File: src/rtl/ula_ctrl.sv
// ula_ctrl: handshake front-end for a combinational ULA (sum/multiply): registers operands, captures result, counts sum overflows
//   clk, rst_n (async active-low)
//   in_valid/in_ready, op_a, op_b, op_sel : request side (op_sel 0 = sum, 1 = multiply)
//   A, B, SEL : registered operands/selector driven to the ULA; C, overflow : ULA result
//   res_valid/res_ready, res, res_ovf : captured result side
//   ovf_cnt : saturating count of overflowing sums
module ula_ctrl #(
  parameter int OVF_CNT_W = 8
) (
  input  logic                 clk,
  input  logic                 rst_n,
  input  logic                 in_valid,
  output logic                 in_ready,
  input  logic [15:0]          op_a,
  input  logic [15:0]          op_b,
  input  logic                 op_sel,
  output logic [15:0]          A,
  output logic [15:0]          B,
  output logic                 SEL,
  input  logic [15:0]          C,
  input  logic                 overflow,
  output logic                 res_valid,
  input  logic                 res_ready,
  output logic [15:0]          res,
  output logic                 res_ovf,
  output logic [OVF_CNT_W-1:0] ovf_cnt
);
  typedef enum logic [1:0] {IDLE, EXEC, HOLD} state_t;
  state_t state, state_nx;
  logic acc;
  // A draining HOLD may take the next request in the same cycle, keeping one op per two cycles
  assign in_ready = rst_n && (state == IDLE || (state == HOLD && res_ready));
  assign acc = in_valid && in_ready;
  assign res_valid = state == HOLD;
  always_ff @(posedge clk or negedge rst_n)
    if (!rst_n) state <= IDLE;
    else state <= state_nx;
  always_comb begin
    state_nx = state;
    state_nx = acc ? EXEC : state == EXEC ? HOLD : (state == HOLD && res_ready) ? IDLE : state;
  end
  always_ff @(posedge clk or negedge rst_n)
    if (!rst_n) begin
      A <= '0;
      B <= '0;
      SEL <= 1'b0;
      res <= '0;
      res_ovf <= 1'b0;
      ovf_cnt <= '0;
    end else begin
      if (acc) begin
        A <= op_a;
        B <= op_b;
        SEL <= op_sel;
      end
      if (state == EXEC) begin
        res <= C;
        res_ovf <= overflow && !SEL;
        if (overflow && !SEL && !(&ovf_cnt)) ovf_cnt <= ovf_cnt + OVF_CNT_W'(1);
      end
    end
endmodule

File: config.mk
export PLATFORM = sky130hd
export DESIGN_NAME = ula_ctrl
export DESIGN_NICKNAME = d
export VERILOG_FILES = /design/src/rtl/ula_ctrl.sv
export SDC_FILE = /design/constraint.sdc
export NUM_CORES = 1
export LEC_CHECK = 0
export ABC_CLOCK_PERIOD_IN_PS = 2900
export BUFFER_PORTS_ARGS = -buffer_cell sky130_fd_sc_hd__buf_2
export CORE_MARGIN = 2
export CORE_UTILIZATION = 50
export CTS_CLUSTER_DIAMETER = 80
export CTS_CLUSTER_SIZE = 25
export DETAILED_ROUTE_END_ITERATION = 8
export PLACE_DENSITY = 0.84
export RECOVER_POWER = 50
export SETUP_SLACK_MARGIN = 0.15
export SYNTH_ARGS = -nofsm -noshare
export SYNTH_HDL_FRONTEND = slang
export SYNTH_SLANG_ARGS = --single-unit
File: constraint.sdc
create_clock -name clk -period 2.9 [get_ports clk]
set_input_delay 0.87 -clock clk [delete_from_list [all_inputs] [get_ports clk]]
set_output_delay 0.87 -clock clk [all_outputs]
set_load 0.03 [all_outputs]
# == Word level (Yosys, flattened, before mapping) ==
# Cells that the tools add are included.
# W data, S select, Z words.
# totals
ff_bits,60
latchBits,0
ramBits,0
romBits,0
inputBits,54
out_inout_bits,60
elab_cells,25
memories,0
# classes
add_sub_neg,1
n_mul,0
n_div,0
magnitude_cmp,0
eq_ne,2
shifts,0
muxes,3
bitwise_logic,0
reduce_logical,12
# ops
op,count
$add A8 B1 Y8 const B,1
$reduce_and A8 Y1,1
$mux W2,3
$logic_and A1 B1 Y1,5
$reduce_bool A3 Y1,1
$eq A2 B1 Y1 const B,1
$eq A2 B2 Y1 const B,1
$logic_not A1 Y1,2
$logic_not A2 Y1,1
$reduce_and A2 Y1,1
$logic_or A1 B1 Y1,1

# == Depth between registers and ports, before layout ==
# depth
depth_word,6
ltp_mapped,5
mapped_depth_nobuf,4

# == Worst setup path before layout ==
# No wires, ideal clock.
# synth_timing
path_kind,input to output
startpoint,input port res_ready
endpoint,output port in_ready
arrival_time_ns,1.575
required_ns,2.030
path_slack_ns,0.455
cell_stages,3
n_path_buf,0
path_cell_list,nor2b_4 -> or2_2 -> nor2_1
# synth_via
elab_chain_cells,3
# synth_lines
item,line,text
from (decl),23,"input logic res_ready,"
$logic_and A1 B1 Y1,32,assign in_ready = rst_n && (state == IDLE || (state == HOLD && res_ready));
$logic_or A1 B1 Y1,32,
$logic_and A1 B1 Y1,32,
to (decl),13,"output logic in_ready,"
# No other way between the ends.

# == Final worst setup path ==
# Ends and elaborated chain as after synthesis.

==> reports/metrics.csv <==
stage;metric;value;unit
clock_network;clockRootBuffer;clkbuf_8;
logic_synthesis;synthesis.area;2530;µm²
routing;drc;0;
routing;ant_nets;0;
logic_synthesis;syn_area_per_cell;16.4;µm²
critical_path;crit_type;input port to output pin;
sta;max_slew_margin;5.36;%
global_routing;grt_start_max_net_pins;61;
floorplanning;num_rows;25;
final_layout;utilization;68.6;%
job;max_cap_violations;0;
pwr;leakage;1.72;nW
clock_network;cts_resized;0;
placed_design;port_buffers;113;
sta;fin_crit_sh;85.2;%
routing;num_vias;1700;
global_routing;grt_pass1_vias;1799;
pwr;p_sw_share;40.7;%
pwr;sequentialPowerShare;36.7;%
pwr;pwr-share-comb;45.1;%
sta;fmax;405;MHz
global_routing;grt-ovfl-total;0;
final_layout;seqCellArea;1500;µm²
clock_network;numClockSinks;60;
sta;hold_viol;0;
clock_network;cts_tree;yes;
clock_network;numCtsBuffers;9;
floorplanning;die_x;75.1;µm
pwr;max-vdd-ir-drop;642;µV
status;outcome;finished clean;
routing;dr.pass1.iters;4;
sta;worst_pin_slew;1.42;ns
final_layout;multi_input_area;935;µm²
floorplanning;io_pins;114;
logic_synthesis;syn-num-nets;209;
critical_path;cp_max_fo;2;
sta;final.min_clock_period;2.47;ns
critical_path;crit_required;2.03;ns
critical_path;end_kind;output pin;
logic_synthesis;dominantRegCellSynth;dfrtp_1;
floorplanning;die_area;5640;µm²
routing;drtIter0Drc;51;
global_routing;grt_pass1_wl;7960;µm
logic_synthesis;synthTopCellsByArea;dfrtp_1 (59%), mux2_4 (17%), mux2_2 (9.4%), buf_12 (2.4%), xnor2_1 (1.0%);
floorplanning;start_util;52.8;%
logic_synthesis;yosysMostFrequentCell;dfrtp_1;
logic_synthesis;yosys.area.top_type_share;59.4;%
clock_network;cts_buffer_depth;2;
sta;timing.setup.tns;0;ns
logic_synthesis;ys_ff_latch;60;
final_layout;drive_above_1_share;63.5;%
placed_design;gp_congestion;0.740;
global_routing;track_usage;19.1;%
logic_synthesis;synth_cell_type_count;32;
logic_synthesis;yosys_warnings;0;
pwr;p_per_area;1150;nW/µm²
placed_design;dpl.hpwl;3830;µm
global_routing;antenna_found_initial;0;
clock_network;cts-hold-fix-buffers;0;
sta;setup-violations-final;0;
sta;setup_slack;0.428;ns
logic_synthesis;synth_common_cells;dfrtp_1 (60), mux2_4 (29), mux2_2 (21);
routing;viasPerCell;4.94;
critical_path;arrival;1.60;ns
sta;rsz0062_at_grt;false;
logic_synthesis;yosysSeqAreaShare;59.4;%
routing;finalWirelength;5220;µm
clock_network;cts_post_setup_buffers_inserted;0;
logic_synthesis;synth_edf_count;0;
hold_path;hold_class;flip-flop to flip-flop;
placed_design;place_ws;0.455;ns
final_layout;area_growth;29.9;%
pwr;p_switching;0.00154;W
routing;routedWlPerCell;15.2;µm
final_layout;final_nets;328;
clock_network;clk_pin_slew;0.06;ns
clock_network;cts_max_level;3;
logic_synthesis;synthArstFlopShare;100;%
floorplanning;fp.coreArea;4790;µm²
logic_synthesis;synthCells;154;
sta;finalClockSkew;0.00716;ns
pwr;p_clk_share;18.2;%
final_layout;antennaDiodeCount;0;
sta;slew_violations;0;
logic_synthesis;yosys.area.top_type;dfrtp_1;
final_layout;fillerInstances;378;
floorplanning;dieHeight;75.1;µm
pwr;p_int;0.00225;W
clock_network;clock_latency;0.32;ns
critical_path;start_kind;input port;
-- power by group through the flow --
| stage | clock, W | combinational, W | sequential [W] |
|---|---|---|---|
| detailed placement | 0 | 0.00174 | 0.00140 |
| global placement | 0 | 0.00171 | 0.00138 |
| finish | 0.000688 | 0.00171 | 0.00139 |
| CTS | 0.000706 | 0.00174 | 0.00139 |
| global route | 0.000743 | 0.00180 | 0.00144 |
| floorplan | 0 | 0.000568 | 0.00207 |
-- cells in the final DEF (no fill, tap or decap), types with 2 or more instances in the layout --
cell and instances:
nor2_1 2, nand3_1 3, dfrtp_1 60, buf_2 107, mux2_1 2, mux2_2 21
clkbuf_1 7, nand2_1 4, clkbuf_8 13, mux2_4 29, o21ai_0 3, inv_1 3
xnor2_1 3, and3_1 2
-- layer usage --
layer,wire length [µm],global-route usage (%),vias to the layer above
li1,-,-,784
met4,65,9.72,0
met1,2000,21.0,861
met2,2910,33.9,47
met5,0,0,-
met3,254,5.09,8
-- registers in the layout, indices dropped and copies added, names as in the netlist --
register,flops
B,16
A,16
res,16
state,2
ovf_cnt,8
SEL,1
res_ovf,1
-- layout make-up --
class	instances	area share, %
clock buffers	14	5.57
clock inverters	1	0.152
inverters	3	0.343
multi-input cells	85	28.5
flip-flops and latches	60	45.7
well taps	67	2.55
repair buffers	114	17.2
-- worst max-delay path, stage by stage --
cell      delay [ns]
clkbuf_1        0.12
nor2b_4         0.05
or2_2           0.28
nor2_1          0.09
buf_2           0.20
-- per-stage QoR --
step	power [W]	hold slack [ns]	cells	area (µm²)
3_3_place_gp	0.00308	0.484	329	3100
2_1_floorplan	0.00264	0.506	154	2530
3_5_place_dp	0.00314	0.489	329	3100
6_report	0.00379	0.501	344	3280
4_1_cts	0.00384	0.504	344	3290
5_1_grt	0.00398	0.523	344	3280
-- path summary, 6_finish.rpt --
kind,from,to,slack [ns],depth (start not counted)
min in group asynchronous,rst_n,state[0],1.01,2
max in group asynchronous,rst_n,B[2],1.03,2
setup reg to reg,state[1],A[5],1.03,3
hold / removal,B[0],B[0],0.50,1
setup / recovery,res_ready,in_ready,0.43,5
hold reg to reg,B[0],B[0],0.50,1
-- kinds of logic (layout without fill, tap and decap cells) --
logic type | after synthesis | in the layout | synth area share, %
buffers and inverters | 9 | 132 | 3.61
and+or+nand+nor | 22 | 22 | 6.09
xor gates and xnor gates | 4 | 4 | 1.39
DFF | 60 | 60 | 59.4
muxes | 52 | 52 | 27.5
AOI/OAI and AO/OA | 6 | 6 | 1.53
adders and majority gates | 1 | 1 | 0.495
No activity file was read; power rests on OpenSTA's default activity.
